### config.mk
export PLATFORM = sky130hd
export DESIGN_NAME = inst_fetch
export DESIGN_NICKNAME = d
export VERILOG_FILES = /design/src/rtl/leglite_pkg.sv /design/src/rtl/fetch_timer.sv /design/src/rtl/inst_fetch.sv
export SDC_FILE = /design/constraint.sdc
export NUM_CORES = 1
export LEC_CHECK = 0
export CAP_MARGIN = 0
export CORE_UTILIZATION = 46
export DETAILED_ROUTE_END_ITERATION = 10
export HOLD_SLACK_MARGIN = 0.06
export PLACE_DENSITY = 0.84
export SLEW_MARGIN = 20
export SYNTH_ARGS = -nofsm -noshare
export SYNTH_HDL_FRONTEND = slang
export SYNTH_SLANG_ARGS = --single-unit
export TNS_END_PERCENT = 10
### constraint.sdc
create_clock -name clock -period 2.7 [get_ports clock]
set_input_delay 0.27 -clock clock [delete_from_list [all_inputs] [get_ports clock]]
set_output_delay 0.27 -clock clock [all_outputs]
set_load 0.005 [all_outputs]
### src/rtl/leglite_pkg.sv
// Shared types and defaults for the leglite instruction-fetch slice.
// Holds the fetch FSM state encoding and the timer-width helper.
package leglite_pkg;

    localparam int INSTR_W       = 16;
    localparam int FETCH_TIMEOUT = 15;

    typedef enum logic [1:0] {
        IDLE  = 2'd0,
        REQ   = 2'd1,
        HOLD  = 2'd2,
        FAULT = 2'd3
    } fetch_state_t;

    // Wait counter is never narrower than 4 bits.
    function automatic int timer_width(input int limit);
        int w;
        w = $clog2(limit + 1);
        return (w < 4) ? 4 : w;
    endfunction

endpackage

### src/rtl/fetch_timer.sv
// Clearable saturating wait counter for the fetch request phase.
// expired flags that the next increment brings the count to LIMIT.
module fetch_timer
    import leglite_pkg::*;
#(
    parameter int LIMIT = FETCH_TIMEOUT
) (
    input  logic clock,
    input  logic reset,
    input  logic clear,
    input  logic inc,
    output logic expired
);

    localparam int CW = timer_width(LIMIT);

    logic [CW-1:0] count;

    always_ff @(posedge clock) begin
        if (reset) begin
            count <= '0;
        end else if (clear) begin
            count <= '0;
        end else if (inc && (count != CW'(LIMIT))) begin
            count <= count + 1'b1;
        end
    end

    assign expired = (count >= CW'(LIMIT - 1));

endmodule

### src/rtl/inst_fetch.sv
// Instruction-fetch stage: issues imem reads for pc and holds the result for decode.
// Flush drops in-flight or held instructions; misalignment or timeout is a sticky fault.
//
// state | meaning
// IDLE  | check pc alignment, latch request address
// REQ   | imem_req asserted, waiting for imem_ack
// HOLD  | instruction held for decode (instr_valid)
// FAULT | sticky error, left only by reset
module inst_fetch
    import leglite_pkg::*;
#(
    parameter int WIDTH   = INSTR_W,
    parameter int TIMEOUT = FETCH_TIMEOUT
) (
    input  logic             clock,
    input  logic             reset,
    input  logic [WIDTH-1:0] pc,
    input  logic             flush,
    output logic             pc_advance,
    output logic             imem_req,
    output logic [WIDTH-1:0] imem_addr,
    input  logic             imem_ack,
    input  logic [WIDTH-1:0] imem_rdata,
    output logic [WIDTH-1:0] instr,
    output logic [WIDTH-1:0] instr_pc,
    output logic             instr_valid,
    input  logic             instr_ready,
    output logic             fault
);

    fetch_state_t state, state_next;
    logic         discard, discard_next;
    logic         load_addr, load_instr;
    logic         timer_clear, timer_inc, timer_expired;

    fetch_timer #(.LIMIT(TIMEOUT)) u_timer (
        .clock   (clock),
        .reset   (reset),
        .clear   (timer_clear),
        .inc     (timer_inc),
        .expired (timer_expired)
    );

    always_comb begin
        state_next   = state;
        discard_next = discard;
        load_addr    = 1'b0;
        load_instr   = 1'b0;
        timer_clear  = 1'b0;
        timer_inc    = 1'b0;
        pc_advance   = 1'b0;
        case (state)
            IDLE: begin
                if (pc[0]) begin
                    state_next = FAULT;
                end else begin
                    load_addr   = 1'b1;
                    timer_clear = 1'b1;
                    state_next  = REQ;
                end
            end
            REQ: begin
                if (imem_ack) begin
                    if (discard || flush) begin
                        discard_next = 1'b0;
                        state_next   = IDLE;
                    end else begin
                        load_instr = 1'b1;
                        pc_advance = 1'b1;
                        state_next = HOLD;
                    end
                end else if (flush) begin
                    // Request stays up until acked; the late data is dropped.
                    discard_next = 1'b1;
                end else begin
                    timer_inc = 1'b1;
                    if (timer_expired) begin
                        state_next = FAULT;
                    end
                end
            end
            HOLD: begin
                if (instr_ready) begin
                    if (flush) begin
                        state_next = IDLE;
                    end else if (pc[0]) begin
                        state_next = FAULT;
                    end else begin
                        load_addr   = 1'b1;
                        timer_clear = 1'b1;
                        state_next  = REQ;
                    end
                end else if (flush) begin
                    state_next = IDLE;
                end
            end
            FAULT: begin
                state_next = FAULT;
            end
            default: begin
                state_next = IDLE;
            end
        endcase
    end

    always_ff @(posedge clock) begin
        if (reset) begin
            state     <= IDLE;
            discard   <= 1'b0;
            imem_addr <= '0;
            instr     <= '0;
            instr_pc  <= '0;
        end else begin
            state   <= state_next;
            discard <= discard_next;
            if (load_addr) begin
                imem_addr <= pc;
            end
            if (load_instr) begin
                instr    <= imem_rdata;
                instr_pc <= imem_addr;
            end
        end
    end

    assign imem_req    = (state == REQ);
    assign instr_valid = (state == HOLD);
    assign fault       = (state == FAULT);

endmodule

# After elaboration in Yosys (flattened, before gate mapping)
# Index checks and enable logic that the tools add are counted.
[classes]
magnitude_cmp = 1
mux = 22
add_sub_neg = 1
eq_ne = 8
n_reduce_logical = 7
[op_table]
columns = ["operator", "n"]
rows = [
  ["2-bit 2-to-1 mux", 8],
  ["1-bit 2-to-1 mux", 12],
  ["2-bit one-hot mux with 4 select lines", 1],
  ["3-bit by 2-bit != test with 1-bit output, second input constant", 2],
  ["3-bit AND reduction", 2],
  ["4-bit by 1-bit adder with 4-bit output, second input constant", 1],
  ["2-bit == test, second input constant", 2],
  ["4-bit >= comparator, second input constant", 1],
  ["4-bit != test, second input constant", 1],
  ["3-bit by 1-bit != test with 1-bit output, second input constant", 1],
  ["2-bit by 1-bit == test with 1-bit output, second input constant", 1],
  ["2-bit zero test", 1],
  ["2-bit by 1-bit != test with 1-bit output, second input constant", 1],
  ["1-bit one-hot mux with 2 select lines", 1],
  ["2-bit nonzero test", 1],
  ["2-bit OR reduction", 1],
  ["1-bit logical AND", 1],
  ["1-bit logical OR", 1],
]
[word_totals]
inputBits = 37
output_inout_bits = 52
ff_bits = 55
elab_cells = 45

# Logic depth before layout (Yosys ltp)
# Gate-level depths: netlist of the first run.
[logic_depth]
depth_word = 5
depth_mapped = 5
depth_no_buf = 5

# By module
# From an unflattened synthesis of the first run, not the netlist that was laid out.
[hier_totals]
hier_cells = 258
area_unflattened_um2 = 2444.8
[by_module_without_submodules]
columns = ["mod", "cells_per_inst", "area_each_um2", "seq_area_each_um2", "n_inst"]
rows = [
  ["inst_fetch", 236, 2222.1, 1021.0, 1],
  ["fetch_timer", 22, 222.7, 80.1, 1],
]

# Least setup slack after synthesis of the first run
# No wires, ideal clock.
[synth_path]
kind = "input -> register"
from = "input port flush"
to = "register imem_addr[10]"
setup_slack_ns = 1.118
cell_stages = 5
n_path_buf = 2
required_time_ns = 2.628
arrival_ns = 1.510
setup_ns = 0.072
cell_sequence = "buf_6 nand2b_1 a211oi_2 buf_4 mux2i_1"
[synth_via]
elab_chain_len = 3
[synth_lines]
columns = ["item", "line_no", "source"]
rows = [
  ["start, declared", "inst_fetch.sv:18", "input logic flush,"],
  ["1-bit 2-to-1 mux", "inst_fetch.sv:84", "if (flush) begin"],
  ["1-bit 2-to-1 mux", "inst_fetch.sv:83", "if (instr_ready) begin"],
  ["1-bit one-hot mux with 2 select lines", "inst_fetch.sv:52", "case (state)"],
  ["end signal, assigned", "inst_fetch.sv:117", "imem_addr <= pc;"],
  ["end, declared", "inst_fetch.sv:21", "output logic [WIDTH-1:0] imem_addr,"],
]
# No other way between the ends.
# A chain may end at the register's enable or synchronous reset.

# Final worst setup path of the first run
[layout_path]
from = "input port imem_ack"
to = "output port pc_advance"
[layout_via]
elab_chain_len = 2
[layout_lines]
columns = ["item", "line_no", "source"]
rows = [
  ["start, declared", "inst_fetch.sv:22", "input logic imem_ack,"],
  ["1-bit 2-to-1 mux", "inst_fetch.sv:63", "if (imem_ack) begin"],
  ["1-bit 2-to-1 mux", "inst_fetch.sv:52", ""],
  ["end, declared", "inst_fetch.sv:19", "output logic pc_advance,"],
]
# No other way between the ends.

==> results.toml, run 1 <==
[layout]
diodes = 0
layout-drive-gt1-share = 0.0546
areaGrowthSynthToFinish_pct = 46.2
final_nets = 386
layout_common_cells = "88 x clkdlybuf4s50_1, 55 x dfxtp_1, 38 x a21oi_1"
final_common_cell = "clkdlybuf4s50_1"
post-route-util = 0.700

[yosys]
synth_cells = 266
netlist.area_leader.share = 0.487
syn_area_per_cell_um2 = 8.50
async_flop_share = 0
ys_seq_area_frac = 0.487
synth_flop_cell = "dfxtp_1"
synth_cell_types = 33
synth_top_area_cell = "dfxtp_1"
synth_seq_cells = 55
synth_edf_count = 0
synth_warnings = 0
yosys-top-cells-area = "dfxtp_1 49%, a21oi_1 8.4%, nand3_1 7.5%"
syn_area_um2 = 2260
syn_nets = 305

[clock_tree]
worstSkewPairLatency_ns = 0.29
clock-root-buffer = "clkbuf_8"
ctsResizeCount = 0
cts_tree = "yes"
cts_buffers = 5
cts_buffer_depth = 2
clkTransAtPathRegs_ns = 0.09
post-cts-setup-buffer-count = 0
htree_num_levels = 2
cts.sinks = 55
cts_hold_buf = 0

[timing]
setup_viol = 0
fin_crit_sh = 0.831
slew_violations = 0
fin_tns_setup_ns = 0
whs_ns = 0.450
worst_pin_slew_ns = 0.757
hold_violations = 0
fmax_mhz = 446
rsz0062_at_grt = "no"
min_period_ns = 2.24
clock_skew_ns = 0.00386
relSlewSlack = 0.488

[worst_setup_path]
required_ns = 2.43
end_kind = "output pin"
cp-start-kind = "input port"
cp.arrival_ns = 1.97
worstSetupPathType = "in2out"
crit_fanout = 8

[drt]
via_count = 2206
avgViaCountPerCell = 5.32
drc = 0
drtPass1Iterations = 4
drt_iter0_markers = 100
drtAntennaViolNets = 0
wl_um = 5750
wl_per_cell_um = 13.9

[die]
dieWidth_um = 72.1
core_um2 = 4720
rows = 25
die_h_um = 72.1
ios = 89
start_util = 0.479
die_area_um2 = 5200

[power_and_ir_drop]
vdd_drop_max_mv = 0.358
p_per_area_nw_per_um2 = 496
p_leak_uw = 0.00115
p_total_uw = 1640

[global_route]
grt_pass1_wl_um = 9410
first_global_vias = 2077
grt_max_degree = 41
antenna_found_initial = 0
overflow = 0
track_usage = 0.228

[placement]
place_congestion = 0.684
hpwl_um = 3830
port-buffer-count = 88

[job]
cap_violations = 0

[run_status]
status = "completed"

[min_path]
hold_class = "reg2reg"
-- area by class of cell --
| cell class | instances | area [µm²] |
|---|---|---|
| Sequential cell | 55 | 1100 |
| Clock inverter | 1 | 8.76 |
| Clock buffer | 7 | 86.3 |
| Inverter | 6 | 22.5 |
| Tap cell | 67 | 83.8 |
| Timing Repair Buffer | 97 | 948 |
| Fill cell | 396 | 1420 |
| Multi-Input combinational cell | 182 | 1060 |
-- per-stage QoR --
step	cells	setup WS [ns]	cell area [µm²]
2_1_floorplan	266	1.12	2260
3_5_place_dp	407	0.463	3210
6_report	415	0.456	3310
4_1_cts	415	0.461	3310
5_1_grt	415	0.369	3310
3_3_place_gp	407	0.470	3210
-- synth_stat cells, types with 2 or more instances --
cell type,instances
nand3_1,34
dfxtp_1,55
mux2i_1,15
and2_1,2
clkbuf_1,21
nor4b_1,2
nor3_1,2
o211ai_1,2
o21ai_1,32
nor2_1,2
nand2_1,31
inv_1,6
or4b_1,2
nor2b_1,2
a21oi_1,38
nand2b_1,2
ha_1,2
-- per-layer routing --
| metal | routed length [µm] | part of all wire | vias up | GRT usage |
|---|---|---|---|---|
| met4 | 46 | 0.0080 | 0 | 0.0588 |
| li1 | - | - | 1095 | - |
| met5 | 0 | 0 | - | 0 |
| met1 | 2510 | 0.44 | 1034 | 0.283 |
| met2 | 2790 | 0.49 | 73 | 0.387 |
| met3 | 397 | 0.069 | 4 | 0.0681 |
-- sequential cells by signal (all words and copies together), names as in the netlist --
name and flops:
imem_addr 16, instr 16, instr_pc 16, u_timer.count 4, state 2, discard 1
-- final timing paths --
path,start,end,slack [ns],depth (start not counted)
worst max register to register,state[1]$_SDFFE_PP0P_,u_timer.count[3]$_SDFFE_PP0P_,0.90,3
worst min-delay path,imem_addr[0]$_SDFFE_PP0P_,imem_addr[0]$_SDFFE_PP0P_,0.45,2
worst max-delay path,imem_ack,pc_advance,0.46,4
worst min register to register,imem_addr[0]$_SDFFE_PP0P_,imem_addr[0]$_SDFFE_PP0P_,0.45,2
-- power by group --
group | switching, µW | internal (µW)
sequential | 29.0 | 844
clock | 252 | 211
combinational | 147 | 159
-- critical path, cell delays in order --
cell             delay [ns]
clkdlybuf4s50_1        0.60
or4b_1                 0.48
nor2_1                 0.11
clkdlybuf4s50_1        0.51
-- cells by family after synthesis --
family	count (synthesis)	share of synthesized area
and+or+nand+nor	82	0.180
AOI/OAI and AO/OA	83	0.202
buffers and inverters	29	0.0531
adders and majority gates	2	0.0111
DFF	55	0.487
muxes	15	0.0664
(Power assumes the default switching activity.)
==> inputs of run 2 (changes only) <==
--- a/config.mk
+++ b/config.mk
@@ -6,10 +6,10 @@
 export NUM_CORES = 1
 export LEC_CHECK = 0
 export CAP_MARGIN = 0
-export CORE_UTILIZATION = 46
+export CORE_UTILIZATION = 39
 export DETAILED_ROUTE_END_ITERATION = 10
 export HOLD_SLACK_MARGIN = 0.06
-export PLACE_DENSITY = 0.84
+export PLACE_DENSITY = 0.76
 export SLEW_MARGIN = 20
 export SYNTH_ARGS = -nofsm -noshare
 export SYNTH_HDL_FRONTEND = slang
==> constraint.sdc (replaced) <==
create_clock -name clock -period 1.9 [get_ports clock]
set_input_delay 0.19 -clock clock [delete_from_list [all_inputs] [get_ports clock]]
set_output_delay 0.19 -clock clock [all_outputs]
set_load 0.005 [all_outputs]
==> results.toml, run 2 (same netlist as run 1, synthesis figures left out) <==
[clock_tree]
clock-root-buffer = "clkbuf_8"
worstSkewPairLatency_ns = 0.30
cts.sinks = 55
cts_buffers = 5
htree_num_levels = 2
cts_hold_buf = 0
clkTransAtPathRegs_ns = 0.09
cts_tree = "yes"
cts_buffer_depth = 2

[worst_setup_path]
r2r-end = "u_timer.count[3]$_SDFFE_PP0P_"
cp-start-kind = "register"
required_ns = 1.71
r2r_setup_slack_ns = 0.14
regToRegStartpoint = "state[1]$_SDFFE_PP0P_"
crit_fanout = 6
worstSetupPathType = "reg2out"
cp.arrival_ns = 1.66
end_kind = "output pin"
reg2reg_depth = 4

[power_and_ir_drop]
switchingPower_uw = 622
seqPwrFrac = 0.530
p_per_area_nw_per_um2 = 685
p_int_uw = 1700
power_frac_clock = 0.266
vdd_drop_max_mv = 0.408
p_total_uw = 2330
comb_power_share = 0.204
p_sw_frac = 0.267
p_leak_uw = 0.00120

[timing]
finalWorstSetupSlack_ns = 0.0476
setup_viol = 0
fmax_mhz = 540
slew_violations = 0
clock_skew_ns = 0.00410
min_period_ns = 1.85
relSlewSlack = 0.691
worst_pin_slew_ns = 0.462
rsz0062_at_grt = "no"
hold_violations = 0
fin_crit_sh = 0.975

[drt]
wl_um = 5770
drtPass1Iterations = 4
drc = 0
wl_per_cell_um = 13.4
drt_iter0_markers = 103
drtAntennaViolNets = 0
via_count = 2200
avgViaCountPerCell = 5.13

[die]
rows = 27
die_area_um2 = 6110
ios = 89
start_util = 0.408
die_h_um = 78.2
dieWidth_um = 78.2
core_um2 = 5540

[placement]
port-buffer-count = 88
place_congestion = 0.791
hpwl_um = 3990
pre_cts_ws_ns = -0.0668

[min_path]
min_path_cells = 3
hold_class = "in2reg"
hold_start = "pc[10]"
hold_path_end = "imem_addr[10]$_SDFFE_PP0P_"

[layout]
final_nets = 396
top_regs = "imem_addr (16), instr (16), instr_pc (16)"
layout-drive-gt1-share = 0.0868
areaGrowthSynthToFinish_pct = 50.1
layout_common_cells = "87 x clkdlybuf4s50_1, 54 x dfxtp_1, 38 x a21oi_1"
final_common_cell = "clkdlybuf4s50_1"
diodes = 0

[global_route]
first_global_vias = 2060
grt_pass1_wl_um = 9460
antenna_found_initial = 0
overflow = 0
grt_max_degree = 34
track_usage = 0.194

[job]
cap_violations = 0

[run_status]
status = "completed"
-- run 2: final cells by class --
type,count,area (µm²)
Clock buffer,5,68.8
Clock inverter,2,13.8
Fill cell,522,2140
Inverter,6,22.5
Multi-Input combinational cell,182,1060
Sequential cell,55,1100
Tap cell,72,90.1
Timing Repair Buffer,107,1030
-- run 2: per-layer routing --
layer	track usage	routed length, µm	up-vias
met2	0.337	2830	70
met5	0	0	-
li1	-	-	1121
met3	0.0465	395	4
met4	0.0556	36	0
met1	0.238	2500	1005
-- run 2: worst max-delay path, cell delays in order, from the launching register on --
cell             delay [ns]
dfxtp_4                0.35
buf_4                  0.15
nor2b_1                0.29
clkdlybuf4s50_1        0.58
-- run 2: worst max-delay path by stage --
stage                          startpoint                            end  slack, ns
floorplan           state[0]$_SDFFE_PP0P_  u_timer.count[3]$_SDFFE_PP0P_       0.38
global placement                 imem_ack                     pc_advance      -0.04
finish              state[1]$_SDFFE_PP0P_                       imem_req       0.05
detailed placement               imem_ack  u_timer.count[3]$_SDFFE_PP0P_      -0.07
CTS                 state[1]$_SDFFE_PP0P_                       imem_req       0.05
global route        state[1]$_SDFFE_PP0P_                       imem_req     0.0005
-- run 2: power by group through the flow --
| stage | combinational, µW | clock [µW] | sequential (µW) |
|---|---|---|---|
| 2_1_floorplan | 211 | 0 | 1260 |
| 6_report | 474 | 619 | 1230 |
| 3_3_place_gp | 463 | 0 | 1260 |
| 3_5_place_dp | 467 | 0 | 1260 |
| 4_1_cts | 478 | 637 | 1230 |
| 5_1_grt | 513 | 681 | 1240 |
-- run 2: stage by stage --
step	area, µm²	cells	hold WS [ns]	TNS (ns)	utilization
final	3400	429	0.431	0	0.613
after global routing	3400	429	0.448	0	0.613
after CTS	3400	429	0.423	0	0.613
after detailed placement	3300	421	0.442	-0.165	0.596
after global placement	3300	421	0.440	-0.0457	0.596
after floorplan	2260	266	0.287	0	-
-- run 2: repair_timing --
action / 4_1_cts / 5_1_grt
hold endpoints to repair: 0 / 0
resized for setup: 4 / 0
setup endpoints to repair: 1 / 0
setup buffers: 1 / 0
==> inputs of run 3 (changes only) <==
--- a/config.mk
+++ b/config.mk
@@ -9,7 +9,7 @@
 export CORE_UTILIZATION = 39
 export DETAILED_ROUTE_END_ITERATION = 10
 export HOLD_SLACK_MARGIN = 0.06
-export PLACE_DENSITY = 0.76
+export PLACE_DENSITY = 0.8
 export SLEW_MARGIN = 20
 export SYNTH_ARGS = -nofsm -noshare
 export SYNTH_HDL_FRONTEND = slang
==> results.toml, run 3 (same netlist as run 1, synthesis figures left out) <==
[layout]
final_nets = 395
register_area_um2 = 1100
layout-drive-gt1-share = 0.0812
final_common_cell = "clkdlybuf4s50_1"
areaGrowthSynthToFinish_pct = 50.6
layout_common_cells = "87 x clkdlybuf4s50_1, 55 x dfxtp_1, 38 x a21oi_1"
n_fill_cell = 487
top_regs = "imem_addr (16), instr (16), instr_pc (16)"
multi_input_area_um2 = 1060
diodes = 0
final_cells = 429
post-route-util = 0.615

[drt]
drtPass1Iterations = 4
drt_iter0_markers = 82
drtAntennaViolNets = 0
drc = 0
via_count = 2240
wl_per_cell_um = 13.6
avgViaCountPerCell = 5.22
wl_um = 5850

[timing]
min_period_ns = 1.77
fin_crit_sh = 0.934
relSlewSlack = 0.661
clock_skew_ns = 0.00419
hold_violations = 0
finalWorstSetupSlack_ns = 0.125
slew_violations = 0
setup_viol = 0
worst_pin_slew_ns = 0.506
whs_ns = 0.440
rsz0062_at_grt = "no"
fmax_mhz = 563

[clock_tree]
cts.sinks = 55
post-cts-setup-buffer-count = 0
clkTransAtPathRegs_ns = 0.09
cts_tree = "yes"
htree_num_levels = 2
cts_buffers = 5
worstSkewPairLatency_ns = 0.29
cts_buffer_depth = 2
clock-root-buffer = "clkbuf_8"

[min_path]
hold_class = "in2reg"
min_path_cells = 3
hold_path_end = "imem_addr[6]$_SDFFE_PP0P_"
hold_start = "pc[6]"

[worst_setup_path]
r2r_setup_slack_ns = 0.13
required_ns = 2.12
end_kind = "register"
worstPathCellList = "buf_4 > or4b_1 > or4_1 > a21oi_1"
cp-start-kind = "register"
cp_slowest_cell = "or4b_1"
crit_fanout = 4
cp.arrival_ns = 2.00
cp_top_family = "simple AND/OR/NAND/NOR gates"
r2r-end = "u_timer.count[3]$_SDFFE_PP0P_"
reg2reg_depth = 4
worstSetupPathType = "reg2reg"
crit_buf_inv = 1
max_stage_delay_ns = 0.54
regToRegStartpoint = "state[1]$_SDFFE_PP0P_"

[global_route]
first_global_vias = 2087
grt_pass1_wl_um = 9670
track_usage = 0.196
grt_max_degree = 35
antenna_found_initial = 0
overflow = 0

[power_and_ir_drop]
p_per_area_nw_per_um2 = 702
p_total_uw = 2390
vdd_drop_max_mv = 0.417
p_leak_uw = 0.00121

[placement]
port-buffer-count = 88
place_congestion = 0.809
hpwl_um = 4010
pre_cts_ws_ns = -0.0718
dpl.cell_count = 421

[die]
ios = 89
start_util = 0.408
rows = 27
die_area_um2 = 6110
core_um2 = 5540
dieWidth_um = 78.2
die_h_um = 78.2

[job]
cap_violations = 0

[run_status]
status = "completed"
[run 3: where the power goes]
group | internal, µW | switching, µW
combinational | 253 | 227
sequential | 1200 | 32.8
clock | 333 | 344
[run 3: tightest hold or removal path, delay by kind of cell]
| family | cells | cell delay [ns] |
|---|---|---|
| buffers and inverters | 1 | 0.39 |
| and+or+nand+nor | 1 | 0.05 |
| muxes | 1 | 0.05 |
[run 3: worst max path at each step]
| stage | cells past startpoint | startpoint | slack, ns | to |
|---|---|---|---|---|
| 2_1_floorplan | 3 | state[0]$_SDFFE_PP0P_ | 0.38 | u_timer.count[3]$_SDFFE_PP0P_ |
| 3_3_place_gp | 4 | flush | -0.03 | pc_advance |
| 3_5_place_dp | 5 | imem_ack | -0.07 | u_timer.count[3]$_SDFFE_PP0P_ |
| 4_1_cts | 3 | state[0]$_SDFFE_PP0P_ | 0.07 | imem_req |
| 5_1_grt | 3 | state[0]$_SDFFE_PP0P_ | 0.03 | imem_req |
| 6_report | 4 | state[1]$_SDFFE_PP0P_ | 0.13 | u_timer.count[3]$_SDFFE_PP0P_ |
[run 3: metal layers]
metal  global-route usage  routed length, µm
met5                    0                  0
met4               0.0556                 45
met3               0.0477                355
met2                0.325               2740
met1                0.252               2710
[run 3: stage by stage]
step                setup TNS, ns  area (µm²)
finish                          0        3410
global route                    0        3410
CTS                             0        3400
detailed placement         -0.173        3300
global placement          -0.0419        3300
floorplan                       0        2260
[run 3: what timing repair did]
action	in CTS	in global routing
hold buffers	0	0
gates resized for setup	2	1
hold endpoints to repair	0	0
setup endpoints to repair	1	1
[run 3: final cells by class]
cell class                 instances  share of cell area
clock buffer                       8              0.0294
timing repair buffer             106               0.303
sequential                        55               0.323
multi-input combinational        182               0.312
tap                               72              0.0265
inverter                           6             0.00661
